<file path="config.mk">
export PLATFORM = sky130hd
export DESIGN_NAME = core_inst_seq
export DESIGN_NICKNAME = d
export VERILOG_FILES = /design/src/rtl/core_inst_seq.sv
export SDC_FILE = /design/constraint.sdc
export NUM_CORES = 1
export LEC_CHECK = 0
export ABC_AREA = 1
export CORE_ASPECT_RATIO = 1.5
export CORE_MARGIN = 2
export CORE_UTILIZATION = 51
export DETAILED_ROUTE_END_ITERATION = 8
export PLACE_DENSITY_LB_ADDON = 0.12
export SLEW_MARGIN = 0
export SYNTH_ARGS = -nofsm -noshare
export SYNTH_HDL_FRONTEND = slang
export SYNTH_SLANG_ARGS = --single-unit
export TNS_END_PERCENT = 5
</file>
<file path="constraint.sdc">
create_clock -name clk -period 4 [get_ports clk]
set_input_delay 0.4 -clock clk [delete_from_list [all_inputs] [get_ports clk]]
set_output_delay 0.4 -clock clk [all_outputs]
set_load 0.1 [all_outputs]
</file>
<file path="src/rtl/core_inst_seq.sv">
// Purpose : drives core's 34-bit inst bus through one full tile pass (weight fetch/load, activation fetch/execute, OFIFO drain to pmem).
// Latency : first pass inst appears the cycle after start is sampled; inst/busy/done are all registered.
// Backpr. : drain stalls (idle inst, index held) while ofifo_valid is low; start is ignored while a pass is running.
//
// Ports: clk/reset (async active-low); start pulse with w_base/x_base/p_base/num_x/acc_en captured on the start cycle;
//        ofifo_valid from core; inst bus, busy level and one-cycle done pulse out.
// Assumes row, col and gap_cycles are all >= 1.
module core_inst_seq #(
    parameter int row        = 8,
    parameter int col        = 8,
    parameter int gap_cycles = 16,
    parameter int aw         = 11
) (
    input  logic          clk,
    input  logic          reset,
    input  logic          start,
    input  logic [aw-1:0] w_base,
    input  logic [aw-1:0] x_base,
    input  logic [aw-1:0] p_base,
    input  logic [aw-1:0] num_x,
    input  logic          acc_en,
    input  logic          ofifo_valid,
    output logic [33:0]   inst,
    output logic          busy,
    output logic          done
);

    localparam int          cw        = 16;
    localparam logic [33:0] IDLE_INST = 34'h1800C0000;

    typedef enum logic [3:0] {
        S_IDLE, S_WRD, S_WLD, S_WGAP, S_XRD, S_XEX, S_DRAIN, S_ORD0, S_ORD1, S_DONE
    } state_t;

    state_t        state, state_n;
    logic [cw-1:0] cnt, cnt_n, cnt_inc;
    logic [aw-1:0] idx, idx_n, idx_inc;
    // ORD0 is entered before we know whether the OFIFO read can go out; issued
    // records that ofifo_valid was seen so the read inst is presented this cycle.
    logic          issued, issued_n;
    logic [aw-1:0] wb_q, xb_q, pb_q, nx_q, wb_n, xb_n, pb_n, nx_n;
    logic          acc_q, acc_n;
    logic [33:0]   inst_n;
    logic          busy_n, done_n;

    always_ff @(posedge clk or negedge reset) begin
        if (!reset) begin
            state  <= S_IDLE;
            cnt    <= '0;
            idx    <= '0;
            issued <= 1'b0;
            wb_q   <= '0;
            xb_q   <= '0;
            pb_q   <= '0;
            nx_q   <= '0;
            acc_q  <= 1'b0;
            inst   <= IDLE_INST;
            busy   <= 1'b0;
            done   <= 1'b0;
        end else begin
            state  <= state_n;
            cnt    <= cnt_n;
            idx    <= idx_n;
            issued <= issued_n;
            wb_q   <= wb_n;
            xb_q   <= xb_n;
            pb_q   <= pb_n;
            nx_q   <= nx_n;
            acc_q  <= acc_n;
            inst   <= inst_n;
            busy   <= busy_n;
            done   <= done_n;
        end
    end

    always_comb begin
        state_n  = state;
        cnt_n    = cnt;
        idx_n    = idx;
        issued_n = issued;
        wb_n     = wb_q;
        xb_n     = xb_q;
        pb_n     = pb_q;
        nx_n     = nx_q;
        acc_n    = acc_q;
        cnt_inc  = cnt + cw'(1);
        idx_inc  = idx + aw'(1);
        inst_n   = IDLE_INST;
        busy_n   = 1'b0;
        done_n   = 1'b0;

        case (state)
            S_IDLE: begin
                if (start) begin
                    wb_n     = w_base;
                    xb_n     = x_base;
                    pb_n     = p_base;
                    nx_n     = num_x;
                    acc_n    = acc_en;
                    cnt_n    = '0;
                    idx_n    = '0;
                    issued_n = 1'b0;
                    state_n  = (num_x == '0) ? S_DONE : S_WRD;
                end
            end
            S_WRD: begin
                cnt_n = cnt_inc;
                if (cnt_inc == cw'(row)) begin
                    state_n = S_WLD;
                    cnt_n   = '0;
                end
            end
            S_WLD: begin
                cnt_n = cnt_inc;
                if (cnt_inc == cw'(col)) begin
                    state_n = S_WGAP;
                    cnt_n   = '0;
                end
            end
            S_WGAP: begin
                cnt_n = cnt_inc;
                if (cnt_inc == cw'(gap_cycles)) begin
                    state_n = S_XRD;
                    cnt_n   = '0;
                end
            end
            S_XRD: begin
                cnt_n = cnt_inc;
                if (cnt_inc == cw'(nx_q)) begin
                    state_n = S_XEX;
                    cnt_n   = '0;
                end
            end
            S_XEX: begin
                cnt_n = cnt_inc;
                if (cnt_inc == cw'(nx_q)) begin
                    state_n = S_DRAIN;
                    cnt_n   = '0;
                end
            end
            S_DRAIN: begin
                if (ofifo_valid) begin
                    state_n  = S_ORD0;
                    idx_n    = '0;
                    issued_n = 1'b1;
                end
            end
            S_ORD0: begin
                if (issued) begin
                    state_n = S_ORD1;
                end else if (ofifo_valid) begin
                    issued_n = 1'b1;
                end
            end
            S_ORD1: begin
                idx_n = idx_inc;
                if (idx_inc == nx_q) begin
                    state_n = S_DONE;
                end else begin
                    state_n  = S_ORD0;
                    issued_n = ofifo_valid;
                end
            end
            S_DONE:  state_n = S_IDLE;
            default: state_n = S_IDLE;
        endcase

        // Outputs are computed from the next state so they leave a flop.
        case (state_n)
            S_WRD: begin
                inst_n[19]   = 1'b0;
                inst_n[17:7] = wb_n + aw'(cnt_n);
            end
            S_WLD: begin
                inst_n[3] = 1'b1;
                inst_n[0] = 1'b1;
            end
            S_XRD: begin
                inst_n[19]   = 1'b0;
                inst_n[17:7] = xb_n + aw'(cnt_n);
            end
            S_XEX: begin
                inst_n[3] = 1'b1;
                inst_n[1] = 1'b1;
            end
            S_ORD0: begin
                if (issued_n) begin
                    inst_n[6]  = 1'b1;
                    inst_n[33] = acc_n;
                    if (acc_n) begin
                        inst_n[32]    = 1'b0;
                        inst_n[30:20] = pb_n + idx_n;
                    end
                end
            end
            S_ORD1: begin
                inst_n[33]    = acc_n;
                inst_n[32]    = 1'b0;
                inst_n[31]    = 1'b0;
                inst_n[30:20] = pb_n + idx_n;
            end
            default: inst_n = IDLE_INST;
        endcase

        // L0 write follows the xmem read presented in the current cycle, covering the SRAM read latency.
        inst_n[2] = ~inst[19] & inst[18];
        busy_n    = (state_n != S_IDLE) && (state_n != S_DONE);
        done_n    = (state_n == S_DONE);
    end

endmodule

</file>
* Word level (Yosys, flattened, before mapping) *
Cells that the tools add are included.

storage, ports and cells
  flip-flop bits (word level) = 110
  input port bits = 49
  output and inout bits = 36
  logic and storage cells = 98

operators by class
  add/subtract/negate cells = 5
  equality and inequality tests = 21
  muxes and demuxes = 47
  bitwise operators = 1
  reductions and logical operators = 11

operators with widths
  cell                   count
  $mux 11                10
  $mux 16                4
  $pmux 16 s4            1
  $pmux 11 s2            2
  $mux 4                 10
  $pmux 4 s9             1
  $add 11x11->11         3
  $pmux 11 s3            1
  $eq 4x3->1 const B     7
  $add 16x1->16 const B  1
  $eq 16x11->1           1
  $eq 16x4->1 const B    1
  $eq 16x5->1 const B    1
  $mux 1                 15
  $eq 4x2->1 const B     3
  $eq 4x4->1 const B     3
  $add 11x1->11 const B  1
  $eq 11x11->1           1
  $logic_not 11->1       1
  $eq 4x1->1 const B     2
  $reduce_bool 4->1      2
  $reduce_or 2->1        4
  $logic_not 4->1        1
  $ne 4x4->1 const B     1
  7 further kinds        8

* Depth between registers and ports, before layout *
Gate-level depths: netlist of the first run.

  depth after elaboration = 7
  gate-level depth with buffers = 35
  gate-level depth less buffers = 34

* Worst setup path before layout of the first run *
No wires, ideal clock.

  path type = flip-flop to flip-flop
  start point = register cnt[0]
  end point = register inst[16]
  setup time = 0.121 ns
  data arrival time = 3.642 ns
  data required time = 3.879 ns
  path slack = 0.237 ns
  stages on the path, launching flop included = 35
  buffers on the path = 1
  clock period less this slack = 3.763 ns
  cells stage by stage = dfrtp_1 > ha_1 > nand2_2 > nor2_4 > nand4_1 > nand2_1 > inv_2 > nor2_2 > nand2_2 > nor2_4 > nand2_2 > nand2_4 > nand2_2 > nor2_2 > nand2_2 > inv_2 > nand3_4 > clkinv_2 > buf_6 > nand2_1 > o21ai_1 > ha_1 > a21oi_1 > nand2_1 > nand2_1 > nand2_1 > a21oi_1 > nor2_1 > o21ai_0 > nand2_1 > nand2_1 > nand2_1 > a21oi_1 > or2_2 > a21oi_2

on the way
  longest elaborated chain between the ends = 6
  elaborated cells on any way between the ends = 20
  classes of those cells = 3 x add/sub; 5 x eq/ne; 12 x mux

ends and longest elaborated chain
  element                                   RTL line  source
  start, declared                           36        logic [cw-1:0] cnt, cnt_n, cnt_inc;
  start signal, assigned                    62        cnt <= cnt_n;
  $add 16x1->16 (*)                         86        cnt_inc = cnt + cw'(1);
  $eq 16x11->1 (tied with other cells)      129, 136
  $mux 4, on equally long branches          --
  $pmux 4 s9 (*)                            92        case (state)
  named net state_n[0]                      35        state_t state, state_n;
  $eq 4x3->1 or $eq 4x1->1 (tied branches)  169       case (state_n)
  $pmux 11 s2 (*)                           169
  named net inst_n[16]                      43        logic [33:0] inst_n;
  end signal, assigned                      70        inst <= inst_n;
  end, declared                             23        output logic [33:0] inst,

Mark *: on every way through the listed nets, which the timed path passes. The rest lies on a longest branch. The select of a mux whose other input is x is not followed.
A chain may end at the register's enable or synchronous reset.

* Final worst setup path of the first run *
Same ends and word-level chain as after synthesis.

==> results.md, run 1 <==
- Outcome: finished with violations
- Failing checks: setup timing
- Clock-pin slew on the worst setup and hold paths: 0.08 ns
- Tot GR Track Use: 27.4%
- Global route overflow: 0
- H-Tree Depth: 3
- Detailed placement HPWL: 15100 µm
- CTS tree: done
- Lkg Pwr: 4.33 nW
- Share of cells above drive strength 1: 18.0%
- Max-Slew Margin vs Limit: 33.1%
- Final hold violations: 0
- Unique masters post-synth: 49
- Worst EP arrival: 4.32 ns
- Std cell rows: 51
- Final WS setup: -0.0701 ns
- Pin count of the biggest net entering global routing: 65
- Avg Inst Size Synth: 7.25 µm²
- Max Cap Violations: 0
- DRC violations left: 0
- Met1 Use GR: 31.7%
- DP Worst Slack: -0.0813 ns
- Sequential area share after synthesis: 41.4%
- Total number of vias: 6324
- Top Usage Layer GRT: met2
- Num ports: 85
- Tcrit/Tclk final: 102%
- Crit Path Class: reg2reg
- Final net count: 1146
- Largest fanout on the critical path: 8
- DRT Pass-1 Iters: 5
- Most numerous cell in the Yosys netlist: nand2_1
- Via-per-instance ratio: 5.11
- Post-synth ARST share: 100%
- Core footprint: 12900 µm²
- Transition time of the tightest slew-check pin: 1.00 ns
- CP bufs+invs: 4
- Worst Path Required: 4.25 ns
- Initial core utilization: 51.6%
- Antenna violations before repair: 0
- Largest cells by area after synthesis: dfrtp_1 40%, nand2_1 16%, nand3_1 6.5%, inv_1 6.3%, nor2_1 5.1%
- Full die area: 14000 µm²
- CTS Hold Bufs: 0
- Area Overhead vs Synth: 30.8%
- Die W: 97.3 µm
- Syn Inst Count: 918
- Final Skew: 0.0127 ns
- Most used cell, CP: nand2_2
- Max incr delay on CP: 0.41 ns
- Number of synthesized flops with an enable pin: 0
- Pwr dens: 680 nW/µm²
- Ys flop type: dfrtp_1
- Antenna cells: 0
- Clock Tree Buf Depth: 2
- Worst hold path type: in2async
- Post-Syn Area: 6650 µm²
- RSZ-0062 raised after global routing: true
- CTS Sinks: 110
- Placed Area: 8060 µm²
- Startpoint types: flop
- Wire per inst: 15.5 µm
- Area share of the largest cell type after synthesis: 40.2%
- Final setup violation count: 1
- Crit. End Element: flop
- Synth top cells by count: 287 x nand2_1, 112 x inv_1, 107 x dfrtp_1, 90 x nor2_1, 86 x nand3_1
- Final ANT Viol Nets: 0
- Global-route wire length before repair: 29800 µm
- Met2 Use GR: 51.1%
- Die height: 144 µm
- Leading area contributor after synthesis: dfrtp_1
- Synthesized flop and latch total: 110
- Routability cong.: 0.969
- Final Routed Wirelength: 19200 µm
- Post-route cell area: 8700 µm²
- CTS buffer count: 9
- CP max-delay cell: dfrtp_1
- Fin crit period: 4.07 ns
- Ys Warns: 0
- Worst skew pair latency: 0.36 ns
- Maximum VDD drop: 0.000303 V
- Met3 Use GR: 2.92%
- Port Buffers: 81
- Slew Viols, Final: 0
- CP top delay family: simple AND/OR/NAND/NOR gates
- Fmax achieved: 0.246 GHz
- 1st-iter DRT viols: 290
- Number of global-route vias before repair: 6059
- CTS Root Cell: clkbuf_16
cell usage in the layout (no fill, tap or decap), drive strengths merged, types with 2 or more instances in the layout:
cell / n
a21oi: 21
nor2: 104
nor3: 8
xnor2: 5
o22ai: 10
conb: 3
clkbuf: 9
clkdlybuf4s50: 80
dfrtp: 107
a31oi: 3
o211ai: 2
nor4: 3
fa: 2
nand2: 297
o21ai: 49
xor2: 10
buf: 79
and2: 11
or2: 5
nand4: 12
o21bai: 2
dfstp: 3
ha: 22
nand3: 92
clkinv: 8
mux2i: 2
inv: 122
state kept, by name (all words and copies together), names as in the netlist:
| signal | count |
|---|---|
| cnt | 16 |
| acc_q | 1 |
| done | 1 |
| issued | 1 |
| inst | 31 |
| xb_q | 11 |
| idx | 11 |
| nx_q | 11 |
| busy | 1 |
| wb_q | 11 |
| state | 4 |
| pb_q | 11 |
area by class of cell:
class                   count  area [µm²]
fillers                  1160        4190
multi-input cells         670        3560
flip-flops and latches    110        2760
repair buffers            159        1410
inverters                 122         465
clock buffers               9         225
well taps                 159         199
clock inverters             7        75.1
repair inverters            1        6.26
worst paths after layout:
kind | to | start | cells past startpoint | slack (ns)
max | inst[16] | cnt[0] | 34 | -0.07
max reg2reg | inst[16] | cnt[0] | 34 | -0.07
min | cnt[11] | reset | 1 | 0.13
min reg2reg | inst[2] | inst[19] | 1 | 0.44
min in group clk | inst[2] | inst[19] | 1 | 0.44
max in group asynchronous | inst[31] | reset | 2 | 2.96
metrics by stage:
step,instances,TNS (ns),power [mW],util [%],hold WS (ns)
floorplan,919,0,3.63,-,0.104
global placement,1205,0,4.74,62.5,0.415
detailed placement,1205,-0.0813,4.77,62.5,0.425
CTS,1221,0,5.70,65.0,0.160
global route,1237,-1.13,6.33,67.5,0.201
finish,1237,-0.0701,5.91,67.5,0.125
logic make-up (layout without fill, tap and decap cells):
family | Yosys count | count (layout) | synth area share, %
adder cells (fa/ha/maj) | 24 | 24 | 4.74
XOR/XNOR | 15 | 15 | 1.97
buffers and inverters | 139 | 298 | 8.39
other | 2 | 3 | 0.113
flip-flops | 110 | 110 | 41.4
multiplexers | 2 | 2 | 0.301
AO/OA/AOI/OAI | 92 | 92 | 7.65
AND/OR/NAND/NOR | 534 | 534 | 35.4
repair_timing:
action,4_1_cts,5_1_grt
endpoints found under the setup margin,1,7
pin swaps,5,33
cloned,0,1
setup buffers,0,15
gates resized for setup,10,54
routing by layer:
layer | vias to the layer above | share of wire [%]
li1 | 3236 | -
met1 | 2892 | 40
met2 | 154 | 53
met3 | 42 | 3.0
met4 | 0 | 4.3
met5 | - | 0
power breakdown:
part,leakage (nW),internal (mW),switching (mW),total [mW]
registers,1.42,1.44,0.170,1.61
logic,2.76,1.26,2.13,3.39
clock network,0.148,0.443,0.466,0.909
No activity file was read; power rests on OpenSTA's default activity.
==> run 2, diff against run 1 <==
--- a/config.mk
+++ b/config.mk
@@ -6,6 +6,7 @@
 export NUM_CORES = 1
 export LEC_CHECK = 0
 export ABC_AREA = 1
+export CAP_MARGIN = 20
 export CORE_ASPECT_RATIO = 1.5
 export CORE_MARGIN = 2
 export CORE_UTILIZATION = 51
==> results of run 2 <==
Final layout, timing and power as in run 1 (identical DEF).
==> run 3, diff against run 2 <==
--- a/config.mk
+++ b/config.mk
@@ -11,7 +11,7 @@
 export CORE_MARGIN = 2
 export CORE_UTILIZATION = 51
 export DETAILED_ROUTE_END_ITERATION = 8
-export PLACE_DENSITY_LB_ADDON = 0.12
+export PLACE_DENSITY = 0.77
 export SLEW_MARGIN = 0
 export SYNTH_ARGS = -nofsm -noshare
 export SYNTH_HDL_FRONTEND = slang
==> run 3 against run 2 <==
The flow still finishes with violations (setup timing). Flip-flop and latch count is the same. Register-to-register slack gained 0.06 ns. Clock-buffer cell count is the same. Clock power grew 7.9%. Global-route usage shrank 0.73 points. Critical path type unchanged. Largest cell class unchanged. Largest power group unchanged.
==> results.md, run 3 (synthesis results as in run 1) <==
- Wire per inst: 15.4 µm
- Antenna violations before repair: 0
- Fin crit period: 4.01 ns
- CTS buffer count: 9
- Share of cells above drive strength 1: 14.5%
- Worst EP arrival: 4.26 ns
- Crit. End Element: flop
- Final net count: 1114
- CTS Sinks: 110
- Worst R2R Start: cnt[0]
- Area Overhead vs Synth: 27.0%
- Slew Viols, Final: 0
- Final setup violation count: 2
- Clock Tree Buf Depth: 2
- Core footprint: 12900 µm²
- Maximum VDD drop: 0.000377 V
- DP Worst Slack: -0.137 ns
- Max reg flops: 31
- Most flops, register: inst
- Global-route wire length before repair: 29400 µm
- Lkg Pwr: 4.18 nW
- Flop-to-flop setup slack: -0.006 ns
- Max-Slew Margin vs Limit: 33.1%
- 1st-iter DRT viols: 337
- R2R depth: 27
- Final WS setup: -0.00632 ns
- Initial core utilization: 51.6%
- Final Util: 65.5%
- Final Routed Wirelength: 18600 µm
- Clock-pin slew on the worst setup and hold paths: 0.08 ns
- Placed Cells: 1181
- # fillers: 1139
- Num ports: 85
- Most common cell after layout, fill and taps aside: nand2_1
- Worst skew pair latency: 0.36 ns
- Number of global-route vias before repair: 6108
- Global route overflow: 0
- DRT Pass-1 Iters: 5
- Setup_tns: -0.00992 ns
- Max Cap Violations: 0
- Antenna cells: 0
- Largest fanout on the critical path: 6
- CTS Root Cell: clkbuf_16
- CTS tree: done
- Fmax achieved: 0.250 GHz
- Final ANT Viol Nets: 0
- Placed Area: 7880 µm²
- Pwr dens: 669 nW/µm²
- Non-Filler Instances: 1205
- Via-per-instance ratio: 5.21
- Final hold violations: 0
- Detailed placement HPWL: 14300 µm
- Die height: 144 µm
- RSZ-0062 raised after global routing: true
- CTS Hold Bufs: 0
- Post-route cell area: 8450 µm²
- DRC violations left: 0
- Pin count of the biggest net entering global routing: 65
- Crit Path Class: reg2reg
- Routability cong.: 0.954
- Hold_ws: 0.129 ns
- Die W: 97.3 µm
- Failing checks: setup timing
- FF-to-FF End: inst[15]
- Biggest regs: inst x31, cnt x16
- Final Skew: 0.00860 ns
- Total number of vias: 6275
- Std cell rows: 51
- Outcome: finished with violations
- H-Tree Depth: 3
- Commonest non-fill, non-tap cells in the layout: 276 x nand2_1, 112 x inv_1, 104 x dfrtp_1
- Tcrit/Tclk final: 100%
- Worst hold path type: in2async
- Startpoint types: flop
- Port Buffers: 81
- Worst Path Required: 4.25 ns
- PnR Total Power: 5.65 mW
- Transition time of the tightest slew-check pin: 1.00 ns
- Full die area: 14000 µm²
- Tot GR Track Use: 26.7%
-- run 3: changes by cell type in the layout (fill, tap and decap cells not counted), sizes merged --
cell	delta
buf	-32
bufinv	+1
clkinv	-2
inv	+1
-- run 3: report_power, final --
group | switching (mW) | total, mW | internal [mW] | leakage (nW)
Clock | 0.472 | 0.981 | 0.509 | 0.158
Combinational | 2.03 | 3.07 | 1.04 | 2.60
Sequential | 0.160 | 1.60 | 1.44 | 1.42
-- run 3: worst max-delay path: stages, from the launching register on --
cell	delay, ns
dfrtp_1	0.39
buf_4	0.15
nand3_2	0.11
nor2_4	0.22
nand3_2	0.13
nand2_2	0.12
and2_4	0.15
nand2_2	0.06
nor2_4	0.17
nand2_2	0.10
nand2_4	0.08
nand2_2	0.05
nor2_2	0.11
nand2_2	0.06
inv_2	0.08
nand3_4	0.13
inv_8	0.11
buf_4	0.11
o21ai_1	0.06
ha_1	0.37
inv_1	0.10
nor3_2	0.24
a21oi_1	0.16
nor2_1	0.16
nor2_1	0.06
o21ai_1	0.16
xor2_1	0.17
nor2_1	0.07
-- run 3: how the worst max path moves through the flow --
stage               startpoint        to  slack [ns]  cells past startpoint
global route            cnt[1]  inst[17]       -0.37                     32
detailed placement      idx[0]  inst[16]       -0.14                     31
CTS                     cnt[0]  inst[16]      0.0006                     33
global placement        idx[0]  inst[16]       -0.06                     31
floorplan               cnt[0]  inst[16]        0.24                     34
finish                  cnt[0]  inst[15]      -0.006                     27
-- run 3: per-layer routing --
layer  vias to the layer above  global-route usage, %  part of all wire, %
met5                         -                      0                    0
met3                        53                   3.60                  3.7
met1                      2891                   30.4                   39
met4                         0                   15.1                  5.3
li1                       3162                      -                    -
met2                       169                   48.2                   52
-- run 3: final cells by class --
cell class	count	area [µm²]	share of cell area [%]
inverter	122	465	5.51
clock inverter	7	100	1.19
clock buffer	9	225	2.67
timing repair inverter	1	6.26	0.0741
timing repair buffer	127	1170	13.8
tap	159	199	2.36
multi-input combinational	670	3520	41.7
sequential	110	2760	32.7
-- run 3: timing repair --
action	in CTS	in global routing
buffers inserted	0	7
pin swaps	2	23
resized for setup	9	45
endpoints found under the setup margin	3	8
cloned	0	1
